File: config.mk
export PLATFORM = sky130hd
export DESIGN_NAME = fetch_sequencer
export DESIGN_NICKNAME = d
export VERILOG_FILES = /design/src/rtl/cpu8080_pkg.sv /design/src/rtl/instr_len.sv /design/src/rtl/fetch_sequencer.sv
export SDC_FILE = /design/constraint.sdc
export NUM_CORES = 1
export LEC_CHECK = 0
export CAP_MARGIN = 10
export CORE_UTILIZATION = 30
export CTS_CLUSTER_SIZE = 16
export DETAILED_ROUTE_END_ITERATION = 8
export GPL_TIMING_DRIVEN = 0
export PLACE_DENSITY_LB_ADDON = 0.1
export SYNTH_ARGS = -nofsm -noshare
export SYNTH_HDL_FRONTEND = slang
export SYNTH_HIERARCHICAL = 1
export SYNTH_SLANG_ARGS = --single-unit
File: constraint.sdc
create_clock -name clk -period 2.1 [get_ports clk]
set_input_delay 0.21 -clock clk [delete_from_list [all_inputs] [get_ports clk]]
set_output_delay 0.21 -clock clk [all_outputs]
set_load 0.05 [all_outputs]
File: src/rtl/cpu8080_pkg.sv
// Shared 8080 front-end definitions: opcode constants, length and state encodings.
package cpu8080_pkg;

  localparam logic [7:0] OP_HLT      = 8'h76;
  localparam logic [7:0] OP_EI       = 8'hFB;
  localparam logic [7:0] OP_DI       = 8'hF3;
  localparam logic [7:0] OP_RST_BASE = 8'hC7;

  // Encoded value equals the byte count so it can be added to the PC directly.
  typedef enum logic [1:0] {
    LEN1 = 2'd1,
    LEN2 = 2'd2,
    LEN3 = 2'd3
  } len_e;

  typedef enum logic {
    RUN  = 1'b0,
    HALT = 1'b1
  } state_e;

endpackage

File: src/rtl/instr_len.sv
// Combinational 8080 opcode-to-instruction-length decode.
module instr_len
  import cpu8080_pkg::*;
(
  input  logic [7:0] opcode_i,
  output len_e       len_o
);

  logic is_len3;
  logic is_len2;

  // Classify by the opcode bit patterns of the multi-byte instruction groups.
  always_comb begin
    is_len3 = 1'b0;
    is_len2 = 1'b0;
    // LXI rp
    if (opcode_i[7:6] == 2'b00 && opcode_i[3:0] == 4'b0001) is_len3 = 1'b1;
    // SHLD, LHLD, STA, LDA, JMP, CALL
    if (opcode_i == 8'h22 || opcode_i == 8'h2A || opcode_i == 8'h32 ||
        opcode_i == 8'h3A || opcode_i == 8'hC3 || opcode_i == 8'hCD) is_len3 = 1'b1;
    // Jccc and Cccc
    if (opcode_i[7:6] == 2'b11 &&
        (opcode_i[2:0] == 3'b010 || opcode_i[2:0] == 3'b100)) is_len3 = 1'b1;
    // MVI r and the ALU-immediate group share the low bits 110
    if ((opcode_i[7:6] == 2'b00 || opcode_i[7:6] == 2'b11) &&
        opcode_i[2:0] == 3'b110) is_len2 = 1'b1;
    // OUT, IN
    if (opcode_i == 8'hD3 || opcode_i == 8'hDB) is_len2 = 1'b1;
  end

  // Select the final length; the groups are disjoint.
  always_comb begin
    if (is_len3) begin
      len_o = LEN3;
    end else if (is_len2) begin
      len_o = LEN2;
    end else begin
      len_o = LEN1;
    end
  end

endmodule

File: src/rtl/fetch_sequencer.sv
// 8080 fetch front end: owns the PC, sizes and dispatches one instruction per cycle,
// applies redirects, handles HLT and injects RST n for interrupts.
module fetch_sequencer
  import cpu8080_pkg::*;
#(
  parameter logic [15:0] RESET_PC = 16'h0000
) (
  input  logic        clk,
  input  logic        rst,
  output logic [15:0] fetch_addr,
  input  logic [23:0] fetch_data,
  input  logic        stall,
  input  logic        redirect,
  input  logic [15:0] redirect_pc,
  input  logic        int_req,
  input  logic [2:0]  int_vec,
  output logic        int_ack,
  output logic        d_valid,
  output logic [23:0] d_instruction,
  output logic [15:0] d_pc,
  output logic [1:0]  d_len,
  output logic        inte,
  output logic        halted
);

  state_e      state_q, state_d;
  logic [15:0] pc_q, pc_d;
  logic        inte_q, inte_d;
  logic        ei_pending_q, ei_pending_d;
  logic        int_ack_q, int_ack_d;
  logic        d_valid_q, d_valid_d;
  logic [23:0] d_instr_q, d_instr_d;
  logic [15:0] d_pc_q, d_pc_d;
  logic [1:0]  d_len_q, d_len_d;

  logic [7:0]  opcode;
  len_e        len;
  logic [23:0] masked_instr;
  logic [23:0] rst_instr;

  assign opcode = fetch_data[23:16];

  instr_len u_instr_len (
    .opcode_i (opcode),
    .len_o    (len)
  );

  // Zero the bytes that do not belong to the current instruction.
  always_comb begin
    unique case (len)
      LEN1:    masked_instr = {opcode, 16'h0000};
      LEN2:    masked_instr = {fetch_data[23:8], 8'h00};
      default: masked_instr = fetch_data;
    endcase
  end

  assign rst_instr = {OP_RST_BASE | {2'b00, int_vec, 3'b000}, 16'h0000};

  // Next-state: redirect > stall > interrupt > normal dispatch / halt idle.
  always_comb begin
    pc_d         = pc_q;
    state_d      = state_q;
    inte_d       = inte_q;
    ei_pending_d = ei_pending_q;
    int_ack_d    = 1'b0;
    d_valid_d    = d_valid_q;
    d_instr_d    = d_instr_q;
    d_pc_d       = d_pc_q;
    d_len_d      = d_len_q;

    if (redirect) begin
      // Flush; also cancels a HLT that was fetched down the wrong path.
      pc_d      = redirect_pc;
      d_valid_d = 1'b0;
      state_d   = RUN;
    end else if (stall) begin
      // Hold everything; int_ack already defaulted low.
    end else if (inte_q && int_req) begin
      // Inject RST n; d_pc carries the return address, PC is not advanced.
      d_instr_d    = rst_instr;
      d_pc_d       = pc_q;
      d_len_d      = 2'd1;
      d_valid_d    = 1'b1;
      inte_d       = 1'b0;
      ei_pending_d = 1'b0;
      int_ack_d    = 1'b1;
      state_d      = RUN;
    end else if (state_q == RUN) begin
      d_instr_d = masked_instr;
      d_pc_d    = pc_q;
      d_len_d   = len;
      d_valid_d = 1'b1;
      pc_d      = pc_q + {14'd0, len};
      // An EI from the previous dispatch takes effect now, one instruction late.
      if (ei_pending_q) begin
        inte_d = 1'b1;
      end
      ei_pending_d = (opcode == OP_EI);
      if (opcode == OP_DI) begin
        inte_d       = 1'b0;
        ei_pending_d = 1'b0;
      end
      if (opcode == OP_HLT) begin
        state_d = HALT;
      end
    end else begin
      d_valid_d = 1'b0;
    end
  end

  // State registers with asynchronous active-high reset.
  always_ff @(posedge clk or posedge rst) begin
    if (rst) begin
      state_q      <= RUN;
      pc_q         <= RESET_PC;
      inte_q       <= 1'b0;
      ei_pending_q <= 1'b0;
      int_ack_q    <= 1'b0;
      d_valid_q    <= 1'b0;
      d_instr_q    <= 24'h000000;
      d_pc_q       <= 16'h0000;
      d_len_q      <= 2'd0;
    end else begin
      state_q      <= state_d;
      pc_q         <= pc_d;
      inte_q       <= inte_d;
      ei_pending_q <= ei_pending_d;
      int_ack_q    <= int_ack_d;
      d_valid_q    <= d_valid_d;
      d_instr_q    <= d_instr_d;
      d_pc_q       <= d_pc_d;
      d_len_q      <= d_len_d;
    end
  end

  assign fetch_addr    = pc_q;
  assign int_ack       = int_ack_q;
  assign d_valid       = d_valid_q;
  assign d_instruction = d_instr_q;
  assign d_pc          = d_pc_q;
  assign d_len         = d_len_q;
  assign inte          = inte_q;
  assign halted        = (state_q == HALT);

endmodule

After elaboration in Yosys (flattened, before gate mapping)
Index checks and enable logic that the tools add are counted.

Register bits after elaboration: 63. Bits of input ports: 48. Output and inout bits: 62. Word-level logic and storage cells: 88.

Eq/ne operators: 22. Bitwise gates (word level): 2. Multiplexer cells: 37. Reduce and logical (&&, ||, !) cells: 17. $add $sub $neg: 1.

Operator list (number): two-way mux 16 bit (6); equality test 8 bit (second input constant) (6); two-way mux 24 bit (2); equality test 8 x 6 -> 1 bit (second input constant) (4); one-hot mux 16 bit (2 select lines) (1); two-way mux 1 bit (24); adder 16 x 2 -> 16 bit (1); equality test 8 x 7 -> 1 bit (second input constant) (1); logical OR 1 bit (8); two-way mux 2 bit (4); equality test 3 bit (second input constant) (2); AND reduction 3 bit (2); equality test 2 bit (second input constant) (2); equality test 4 x 1 -> 1 bit (second input constant) (1); logical AND 1 bit (4); inequality test 2 x 1 -> 1 bit (second input constant) (2); inequality test 2 bit (second input constant) (2); AND reduction 4 bit (1); equality test 3 x 2 -> 1 bit (second input constant) (1); nonzero test 3 bit (1); equality test 2 x 1 -> 1 bit (second input constant) (1); logical NOT 2 bit (1); NOT 1 bit (2).

Depth between registers and ports, before layout
Depth in word-level cells: 14. Mapped depth: 11. Mapped depth without buffers: 11.

Cells and area by module
Netlist, hierarchy kept.

Modules (own cells, without submodules): fetch_sequencer (area an instance 2882.8 um^2, cells each 299, instances 1, sequential area each 1576.5 um^2); instr_len (area an instance 138.9 um^2, cells each 18, instances 1, sequential area each 0.0 um^2).

Least setup slack after synthesis
Ideal clock, no wire load.

Kind: input port to flip-flop. Start point: in fetch_data[20]. End point: reg pc_q[12], in the netlist fetch_addr[12]. Setup time: 0.127 ns. Required time: 1.973 ns. Data arrival time: 2.223 ns. Path slack: -0.250 ns. Path buffers: 0. Stages on the path: 9. Cell sequence: or3b_1 a211o_1 nand4_1 inv_1 fa_1 nand2b_1 nor3_1 mux2i_1 nand3_1.

Cells in the longest elaborated chain, start to end: 14. Elaborated cells on any way between the ends: 24. Classes of those cells: add/sub (1); eq/ne (8); mux (9); reduce/logical (6).

RTL lines: start: declaration (line fetch_sequencer.sv:11) `input logic [23:0] fetch_data,`; equality test 8 x 6 -> 1 bit (line instr_len.sv:19) `if (opcode_i == 8'h22 || opcode_i == 8'h2A || opcode_i == 8'h32 ||`; logical OR 1 bit (3 in series) (line instr_len.sv:19); logical OR 1 bit (2 in series) (line instr_len.sv:20) `opcode_i == 8'h3A || opcode_i == 8'hC3 || opcode_i == 8'hCD) is_len3 = 1'b1;`; two-way mux 1 bit (line instr_len.sv:19); two-way mux 1 bit (line instr_len.sv:22) `if (opcode_i[7:6] == 2'b11 &&`; two-way mux 2 bit * (line instr_len.sv:33) `if (is_len3) begin`; net len[1] (line fetch_sequencer.sv:37) `len_e len;`; adder 16 x 2 -> 16 bit * (line fetch_sequencer.sv:93) `pc_d = pc_q + {14'd0, len};`; two-way mux 16 bit * (line fetch_sequencer.sv:88) `end else if (state_q == RUN) begin`; two-way mux 16 bit * (line fetch_sequencer.sv:78) `end else if (inte_q && int_req) begin`; two-way mux 16 bit * (line fetch_sequencer.sv:76) `end else if (stall) begin`; two-way mux 16 bit * (line fetch_sequencer.sv:71) `if (redirect) begin`; end signal: assignment (line fetch_sequencer.sv:125) `pc_q <= pc_d;`; end: declaration (line fetch_sequencer.sv:27) `logic [15:0] pc_q, pc_d;`.

Mark *: on every way through the listed nets, which the timed path passes. The rest lies on a longest branch. The select of a mux whose other input is x is not followed. A chain may end at the register's enable or synchronous reset.

Final worst setup path
Start point: in fetch_data[22]. End point: reg pc_q[11], in the netlist fetch_addr[11].

The elaborated chain is that of the path after synthesis.

==> reports/qor.yml <==
hold_path:
  min_path_type: "in2reg"
  whs_endpoint: "d_instruction[22]$_DFFE_PP0P_"
  hold_depth: 3
  min_from: "fetch_data[22]"
setup_path:
  cp-end-kind: "register"
  reg2reg_from: "inte$_DFFE_PP0P_"
  cp_max_fo: 5
  crit_path_top_delay_cell: "or4_1"
  crit_chain: "buf_12, ha_4, and4b_2, a31oi_4, nand4_1, ha_1, a21o_4, nand4_4, or4_1, nand3_1"
  slowest_delay_ns: 0.52
  r2r_setup_slack_ns: 0.17
  ff2ff_path_depth: 4
  r2r_end: "fetch_addr[11]$_DFFE_PP0P_"
  critical_path_class: "in2reg"
  required_ns: 2.36
  crit_start: "fetch_data[22]"
  worstSetupStartpointType: "input pin"
  arrival_ns: 2.35
placed_design:
  gp_routability_congestion: 0.791
  port_buffers: 108
  post-dp-hpwl_um: 6260
  dpl-instance-area_sq_um: 4350
  dp_cells: 558
clock_network:
  cts_hold_buf: 0
  tritoncts.num_buffers: 9
  cts_buffer_depth: 2
  clock_latency_ns: 0.33
  cts_tree: "done"
  htree_levels: 3
  clkTransAtPathRegs_ns: 0.07
  cts_sinks: 63
  root_buffer: "clkbuf_8"
outcome:
  outcome: "completed"
global_route:
  grt_pass1_wl_um: 14600
  grt_pass1_vias: 2768
  grt_antenna_before_repair: 0
  grt_max_degree: 64
  grt.overflow.total: 0
  grtUsageTotal_pct: 18.6
yosys:
  ys.flop_type: "dfrtp_1"
  yosys_warnings: 6
  synth_edf_count: 0
  synth_cell_type_count: 55
  netlist_area_sq_um: 3020
  syn-instance-count: 317
  synth_nets: 371
  ys_ff_latch: 63
  avgSynthCellArea_sq_um: 9.53
  async_reset_ff_share_pct: 100
  yosysSeqAreaShare_pct: 52.2
final_layout:
  layout.nets: 501
  final_cell_count_no_fill: 585
  drive_above_1_share_pct: 13.9
  layout_commonest_cell: "clkdlybuf4s50_1"
  area_delta_synth_final_pct: 55.3
  final_cell_mix: "100 x clkdlybuf4s50_1, 88 x nand2_1, 63 x dfrtp_1, 18 x nand3_1, 14 x o21ai_1"
  num_antenna_cells: 0
  fin_area_sq_um: 4690
sta:
  post-route-min-period_ns: 2.09
  hold_viol: 0
  max_freq_mhz: 479
  rsz0062_at_grt: "true"
  maxSlewHeadroom_pct: 44.9
  final-setup-viol-count: 0
  max_slew.worst_pin.slew_ns: 0.827
  tns_ns: 0
  period_share_pct: 99.4
  fin_skew_ns: 0.00615
  holdWs_ns: 0.129
  maxSlewViolCount: 0
routing:
  drc_errors: 0
  wl_um: 9230
  drt_iter0_drc: 114
  ant_nets: 0
  wl_per_cell_um: 15.8
  dr.pass1.iters: 4
  vias: 2784
  via_per_inst: 4.76
floorplanning:
  initial_core_util_pct: 30.9
  die_h_um: 102
  design.core.area_sq_um: 9770
  io_pins: 110
  dieWidth_um: 102
  rows: 36
  die_area_sq_um: 10500
power_and_ir_drop:
  leakage_uw: 0.00208
  ir_drop_uv: 325
  p_per_area_nw_per_um2: 840
run:
  cap_violations: 0
==> cells in the mapped netlist, drive strengths merged, types with 7 or more instances <==
| library cell | number | area share (%) |
|---|---|---|
| nand2 | 89 | 11 |
| inv | 13 | 1.6 |
| clkbuf | 13 | 1.6 |
| nor2 | 7 | 0.95 |
| nand3 | 18 | 3.0 |
| dfrtp | 63 | 52 |
| o21ai | 20 | 3.3 |
| nand4 | 7 | 1.9 |
| nor4 | 7 | 1.7 |
| a22o | 8 | 2.3 |
==> worst max path at each step <==
stage,slack [ns],to
final,0.01,fetch_addr[11]$_DFFE_PP0P_
after global routing,-0.08,fetch_addr[11]$_DFFE_PP0P_
after CTS,-0.03,fetch_addr[11]$_DFFE_PP0P_
after detailed placement,-1.09,fetch_addr[9]$_DFFE_PP0P_
after global placement,-1.03,fetch_addr[11]$_DFFE_PP0P_
after floorplan,-0.02,fetch_addr[12]$_DFFE_PP0P_
==> final cells by class <==
class | count | area [sq um]
Multi-Input combinational cell | 226 | 1450
Clock inverter | 3 | 65.1
Buffer | 16 | 72.6
Sequential cell | 63 | 1580
Tap cell | 133 | 166
Timing Repair Buffer | 118 | 1150
Fill cell | 981 | 5080
Clock buffer | 13 | 159
Inverter | 13 | 53.8
==> logic make-up (layout without fill, tap and decap cells) <==
family | after synthesis | after routing | share of synthesized area (%)
AND/OR/NAND/NOR | 154 | 155 | 24.8
multiplexers | 5 | 5 | 1.66
flip-flops | 63 | 63 | 52.2
buffers and inverters | 29 | 163 | 3.89
adder cells (fa/ha/maj) | 6 | 6 | 2.73
XOR/XNOR | 8 | 8 | 2.32
AO/OA/AOI/OAI | 52 | 52 | 12.4
==> sequential cells by signal, indices dropped and copies added (netlist names) <==
register	count
d_len	2
ei_pending_q	1
d_valid	1
d_pc	16
inte	1
d_instruction	24
fetch_addr	16
halted	1
int_ack	1
==> metal layers <==
layer  part of all wire, %  global-route usage (%)
met1                    48                    26.8
met2                    46                    27.9
met3                   5.2                    3.49
met4                  0.67                    6.70
met5                     0                       0
==> metrics by stage <==
| stage | utilization (%) | total power, uW | worst slack (ns) |
|---|---|---|---|
| after global placement | 44.5 | 2710 | -1.03 |
| after floorplan | - | 2240 | -0.0190 |
| after global routing | 48.0 | 4120 | -0.0767 |
| after CTS | 47.7 | 3980 | -0.0269 |
| final | 48.0 | 3940 | 0.0130 |
| after detailed placement | 44.5 | 2730 | -1.09 |
==> power breakdown <==
part | leakage [uW] | total, uW | switching, uW | internal, uW
logic | 0.00117 | 1280 | 818 | 462
clock network | 0.000114 | 1210 | 477 | 734
registers | 0.000794 | 1450 | 103 | 1350
==> timing repair <==
item,in CTS,in global routing
gates resized for setup,49,10
cloned,1,0
endpoints found under the setup margin,31,24
setup buffers,10,0
pin swaps,14,12
==> worst max-delay path, delay by kind of cell <==
kind                       cells  cell delay, ns
adders and majority gates      2            0.53
and+or+nand+nor                5            1.21
buffers and inverters          1            0.11
AOI/OAI and AO/OA              2            0.30
(Power assumes the default switching activity.)
